==> config.mk <==
export PLATFORM = sky130hd
export DESIGN_NAME = fx2_reg_cmd_parser
export DESIGN_NICKNAME = d
export VERILOG_FILES = /design/src/rtl/fx2_reg_cmd_parser.sv
export SDC_FILE = /design/constraint.sdc
export NUM_CORES = 1
export LEC_CHECK = 0
export BUFFER_PORTS_ARGS = -buffer_cell sky130_fd_sc_hd__buf_4
export CORE_MARGIN = 2
export CORE_UTILIZATION = 45
export DETAILED_ROUTE_END_ITERATION = 8
export PLACE_DENSITY = 0.69
export RECOVER_POWER = 25
export SLEW_MARGIN = 20
export SYNTH_ARGS = -nofsm -noshare
export SYNTH_HDL_FRONTEND = slang
export SYNTH_SLANG_ARGS = --single-unit
==> constraint.sdc <==
create_clock -name clk -period 1.7 [get_ports clk]
set_clock_uncertainty 0.05 [all_clocks]
set_input_delay 0.34 -clock clk [delete_from_list [all_inputs] [get_ports clk]]
set_output_delay 0.34 -clock clk [all_outputs]
set_load 0.02 [all_outputs]
==> src/rtl/fx2_reg_cmd_parser.sv <==
// rtl/fx2_reg_cmd_parser.sv - FX2 host command framer driving the register bus and returning 4-byte readback
//
// Frames 8-byte commands (SYNC_BYTE, write flag, addr lo/hi, value LSB..MSB)
// from the OUT-endpoint byte stream, issues an optional write strobe followed
// by a read strobe, and streams the 32-bit readback LSB first.
//
// Ports:
//   clk, reset          system clock, synchronous active-high reset
//   in_data/valid/ready command byte stream (transfer on valid && ready)
//   reg_addr, reg_wdata register bus address and write value
//   reg_wr, reg_rd      one-cycle write / read strobes
//   reg_rdata           readback, valid RD_LATENCY cycles after reg_rd
//   out_data/valid/ready reply byte stream (transfer on valid && ready)
//   busy                high whenever not hunting for a frame start
//   frame_abort         one-cycle pulse when a partial frame is discarded

module fx2_reg_cmd_parser #(
    parameter int         RD_LATENCY = 1,
    parameter int         TIMEOUT    = 4096,
    parameter logic [7:0] SYNC_BYTE  = 8'hAA
) (
    input  logic        clk,
    input  logic        reset,
    input  logic [7:0]  in_data,
    input  logic        in_valid,
    output logic        in_ready,
    output logic [15:0] reg_addr,
    output logic [31:0] reg_wdata,
    output logic        reg_wr,
    output logic        reg_rd,
    input  logic [31:0] reg_rdata,
    output logic [7:0]  out_data,
    output logic        out_valid,
    input  logic        out_ready,
    output logic        busy,
    output logic        frame_abort
);

    typedef enum logic [3:0] {
        S_HUNT, S_FLAG, S_A0, S_A1, S_V0, S_V1, S_V2, S_V3,
        S_WRITE, S_READ, S_WAIT, S_R0, S_R1, S_R2, S_R3
    } state_t;

    localparam int              IDLE_W   = (TIMEOUT > 0) ? $clog2(TIMEOUT + 1) : 1;
    localparam logic [IDLE_W-1:0] IDLE_MAX = IDLE_W'(TIMEOUT);
    localparam logic [2:0]      LAT_MAX  = 3'(RD_LATENCY);

    state_t              state;
    state_t              state_next;
    logic                accept;
    logic                parsing;
    logic                timed_out;
    logic                abort_next;
    logic                wr_flag;
    logic [IDLE_W-1:0]   idle_cnt;
    logic [2:0]          lat_cnt;
    logic [31:0]         reply;

    assign accept  = in_valid && in_ready;
    assign parsing = (state >= S_FLAG) && (state <= S_V3);
    // A byte arriving on the cycle the count sits at TIMEOUT wins over the abort.
    assign timed_out = (TIMEOUT != 0) && parsing && !accept && (idle_cnt == IDLE_MAX);

    always_ff @(posedge clk) begin
        if (reset) begin
            state <= S_HUNT;
        end else begin
            state <= state_next;
        end
    end

    always_comb begin
        state_next = state;
        abort_next = 1'b0;
        case (state)
            S_HUNT:  if (accept && in_data == SYNC_BYTE) state_next = S_FLAG;
            S_FLAG: begin
                if (accept) begin
                    if (in_data == 8'h00 || in_data == 8'h01) begin
                        state_next = S_A0;
                    end else begin
                        state_next = S_HUNT;
                        abort_next = 1'b1;
                    end
                end
            end
            S_A0:    if (accept) state_next = S_A1;
            S_A1:    if (accept) state_next = S_V0;
            S_V0:    if (accept) state_next = S_V1;
            S_V1:    if (accept) state_next = S_V2;
            S_V2:    if (accept) state_next = S_V3;
            S_V3:    if (accept) state_next = wr_flag ? S_WRITE : S_READ;
            S_WRITE: state_next = S_READ;
            S_READ:  state_next = S_WAIT;
            S_WAIT:  if (lat_cnt == LAT_MAX) state_next = S_R0;
            S_R0:    if (out_ready) state_next = S_R1;
            S_R1:    if (out_ready) state_next = S_R2;
            S_R2:    if (out_ready) state_next = S_R3;
            S_R3:    if (out_ready) state_next = S_HUNT;
            default: state_next = S_HUNT;
        endcase
        if (timed_out) begin
            state_next = S_HUNT;
            abort_next = 1'b1;
        end
    end

    always_comb begin
        in_ready  = 1'b0;
        reg_wr    = 1'b0;
        reg_rd    = 1'b0;
        out_valid = 1'b0;
        out_data  = 8'h00;
        busy      = 1'b1;
        case (state)
            S_HUNT: begin
                in_ready = 1'b1;
                busy     = 1'b0;
            end
            S_FLAG, S_A0, S_A1, S_V0, S_V1, S_V2, S_V3: in_ready = 1'b1;
            S_WRITE: reg_wr = 1'b1;
            S_READ:  reg_rd = 1'b1;
            S_R0: begin out_valid = 1'b1; out_data = reply[7:0];   end
            S_R1: begin out_valid = 1'b1; out_data = reply[15:8];  end
            S_R2: begin out_valid = 1'b1; out_data = reply[23:16]; end
            S_R3: begin out_valid = 1'b1; out_data = reply[31:24]; end
            default: ;
        endcase
    end

    always_ff @(posedge clk) begin
        if (reset) begin
            reg_addr    <= 16'h0000;
            reg_wdata   <= 32'h0000_0000;
            wr_flag     <= 1'b0;
            idle_cnt    <= '0;
            lat_cnt     <= 3'd0;
            reply       <= 32'h0000_0000;
            frame_abort <= 1'b0;
        end else begin
            frame_abort <= abort_next;

            if (accept || !parsing || timed_out || TIMEOUT == 0) begin
                idle_cnt <= '0;
            end else begin
                idle_cnt <= idle_cnt + 1'b1;
            end

            if (accept) begin
                case (state)
                    S_FLAG:  wr_flag          <= in_data[0];
                    S_A0:    reg_addr[7:0]    <= in_data;
                    S_A1:    reg_addr[15:8]   <= in_data;
                    S_V0:    reg_wdata[7:0]   <= in_data;
                    S_V1:    reg_wdata[15:8]  <= in_data;
                    S_V2:    reg_wdata[23:16] <= in_data;
                    S_V3:    reg_wdata[31:24] <= in_data;
                    default: ;
                endcase
            end

            // lat_cnt = 1 in the first WAIT cycle, so the capture lands
            // exactly RD_LATENCY cycles after the reg_rd cycle.
            if (state == S_READ) begin
                lat_cnt <= 3'd1;
            end else if (state == S_WAIT) begin
                lat_cnt <= lat_cnt + 3'd1;
            end

            if (state == S_WAIT && lat_cnt == LAT_MAX) begin
                reply <= reg_rdata;
            end
        end
    end

endmodule
==> results.toml <==
[grt]
grt.total_usage_pct = 22.28
grt_pass1_wl_um = 18370
grt_max_degree = 82
overflow = 0
antenna_found_initial = 0
first_global_vias = 3834

[timing]
slew_headroom_pct = 77.42
max_freq_ghz = 0.4965
hold_violations = 0
finalCritPeriodShare_pct = 118.5
grt_setup_unrepaired = "yes"
tightest_slew_ns = 0.3387
maxSlewViolCount = 0
setup_tns_ns = -2.717
fin_ws_ns = -0.3141
setup_viol = 13
fin_crit_ns = 2.014

[power]
p_int_w = 0.003597
finalPower_w = 0.005247
power_switching_w = 0.001650
power_density_mw_per_mm2 = 888.5
clkPwrFrac_pct = 28.4
p_sw_share_pct = 31.45
leakagePower_nw = 2.255
combPwrFrac_pct = 23.8
p_seq_share_pct = 47.9
ir_drop_uv = 588.7

[cts]
h-tree-depth = 3
clockBufferDepth = 2
cts.sink_count = 102
clkTransAtPathRegs_ns = 0.10
numCtsBuffers = 9
clkLatencyLatePin_ns = 0.37
clockRootBuffer = "clkbuf_8"
cts-hold-fix-buffers = 0
cts_tree = "built"

[worst_setup_path]
critPathMaxStageDelay_ns = 0.38
crit_chain = "clkinvlp_4 -> or3_4 -> buf_12 -> o22ai_4 -> buf_6"
worstSetupEndpointType = "primary output"
crit_path_max_fanout = 7
slowest_stage = "or3_4"
cp.required_ns = 1.31
critPathArrivalTime_ns = 1.62
crit_type = "flip-flop to primary output"
start_kind = "flip-flop"

[yosys]
synth.yosys.seq_area_share_pct = 47.25
synth.cell_area_mm2 = 0.004322
yosysTopAreaCellShare_pct = 47.25
synthMostInstantiatedCell = "dfxtp_1"
yosys.area.top_type = "dfxtp_1"
postSynthAreaPerCell_um2 = 8.524
async_flop_share_pct = 0
synthTopCellsByArea = "dfxtp_1 (47%), mux2i_1 (9.7%), nand2_1 (7.6%)"
syn_nets = 555
synthCells = 507
synth-seq-cells = 102
synth_edf_count = 0
synthTopCellsByCount = "dfxtp_1 (102), nand2_1 (88), nor2_1 (61)"
synth_flop_cell = "dfxtp_1"
ys_types = 43
synth_warnings = 0

[routing]
wirelength_um = 11660
drc = 0
drtAntennaViolNets = 0
vias = 3959
vias_per_cell = 5.196
drt_pass1_iterations = 4
wire_per_inst_um = 15.30
drt_iter0_drc = 150

[cells_and_area]
design_area_mm2 = 0.005906
antenna_cells = 0
syn2layout_area_growth_pct = 36.65
fin_nets = 676
drive_gt1_share_pct = 29.07
final_util_pct = 63.61

[min_path]
min_path_type = "input port to flip-flop"

[status]
violations = "setup timing"
status = "complete, but fails checks"

[floorplan]
ios = 106
start_util_pct = 46.55
rows = 35
die_w_um = 102
core_area_mm2 = 0.009284
die_h_um = 102
die_area_mm2 = 0.01040

[placement]
dp_hpwl_um = 7911
pre_cts_slack_ns = -0.1090
dpl-instance-area_mm2 = 0.005470
gp_congestion = 0.8334
numPortBuffers = 105

[flow_run]
max_cap_viol_count = 0
[final cells by class]
class                   instances  area (µm²)
fillers                       823        3378
clock inverters                 6       50.05
multi-input cells             365        2405
well taps                     129       161.4
clock buffers                  10       137.6
flip-flops and latches        102        2056
repair buffers                142        1060
inverters                       8       36.28
[cell usage in the layout, fill, tap and decap left out, types with 5 or more instances in the layout]
cell type | Yosys | routed
nor2_1 | 61 | 56
clkbuf_8 | 0 | 10
clkbuf_1 | 20 | 35
a21oi_1 | 60 | 56
o22ai_4 | 0 | 7
xnor2_1 | 7 | 6
buf_6 | 0 | 12
mux2i_1 | 42 | 37
buf_4 | 4 | 89
inv_1 | 8 | 6
buf_12 | 0 | 5
mux2i_2 | 0 | 5
nand3_1 | 12 | 12
xor2_1 | 5 | 5
a22oi_1 | 7 | 7
o21ai_0 | 21 | 21
nor2_4 | 0 | 5
dfxtp_1 | 102 | 97
nand2_1 | 88 | 86
[power groups by stage]
| stage | logic (W) | clock network [W] | registers, W |
|---|---|---|---|
| after detailed placement | 0.000972 | 0 | 0.00255 |
| after floorplan | 0.000611 | 0 | 0.00255 |
| after CTS | 0.00107 | 0.00152 | 0.00251 |
| after global routing | 0.00134 | 0.00161 | 0.00252 |
| after global placement | 0.000963 | 0 | 0.00254 |
| final | 0.00125 | 0.00149 | 0.00251 |
[cells by family after synthesis]
| family | after synthesis | share of synthesized area, % |
|---|---|---|
| xor+xnor | 12 | 2.432 |
| buf+inv | 40 | 4.053 |
| simple gates | 203 | 21.66 |
| mux | 42 | 9.728 |
| compound gates | 104 | 13.72 |
| fa+ha+maj | 4 | 1.158 |
| flops | 102 | 47.25 |
[per-layer routing]
metal / share of wire [%] / wire length, µm / track usage, % / vias to the layer above
met2: 48 / 5559 / 36.29 / 85
met3: 6.0 / 701 / 6.430 / 14
met5: 0 / 0 / 0 / -
met1: 45 / 5278 / 29.03 / 1886
met4: 1.1 / 123 / 6.256 / 0
li1: - / - / - / 1974
[worst max-delay path: cells and delay by family, from the launching register on]
family,cells,cell delay (ns)
flip-flops,1,0.36
AO/OA/AOI/OAI,1,0.12
buffers and inverters,3,0.40
AND/OR/NAND/NOR,1,0.38
[path summary, 6_finish.rpt]
path / cells past startpoint / to / start / slack, ns
worst max-delay path: 5 / out_data[0] / state[3] / -0.31
worst min-delay path: 3 / reply[11] / reg_rdata[11] / 0.15
worst min register to register: 2 / reply[0] / reply[0] / 0.41
worst max register to register: 7 / state[3] / state[2] / -0.11
[flip-flops by register name, indices dropped and copies added (netlist names)]
| signal | flops |
|---|---|
| idle_cnt | 13 |
| frame_abort | 1 |
| reply | 32 |
| reg_wdata | 32 |
| wr_flag | 1 |
| reg_addr | 16 |
| state | 4 |
| lat_cnt | 3 |
[per-stage QoR]
stage,hold WS (ns),cells
2_1_floorplan,0.3758,507
3_3_place_gp,0.3916,736
3_5_place_dp,0.3982,736
4_1_cts,0.1532,758
5_1_grt,0.1445,762
6_report,0.1521,762
[timing repair]
action                                  CTS  global route
gates cloned                              0             1
endpoints found under the setup margin   14            67
buffers inserted                          6             4
pin swaps                                 4            10
hold endpoints to repair                  0             0
resized for setup                        37            36
(Power assumes the default switching activity.)
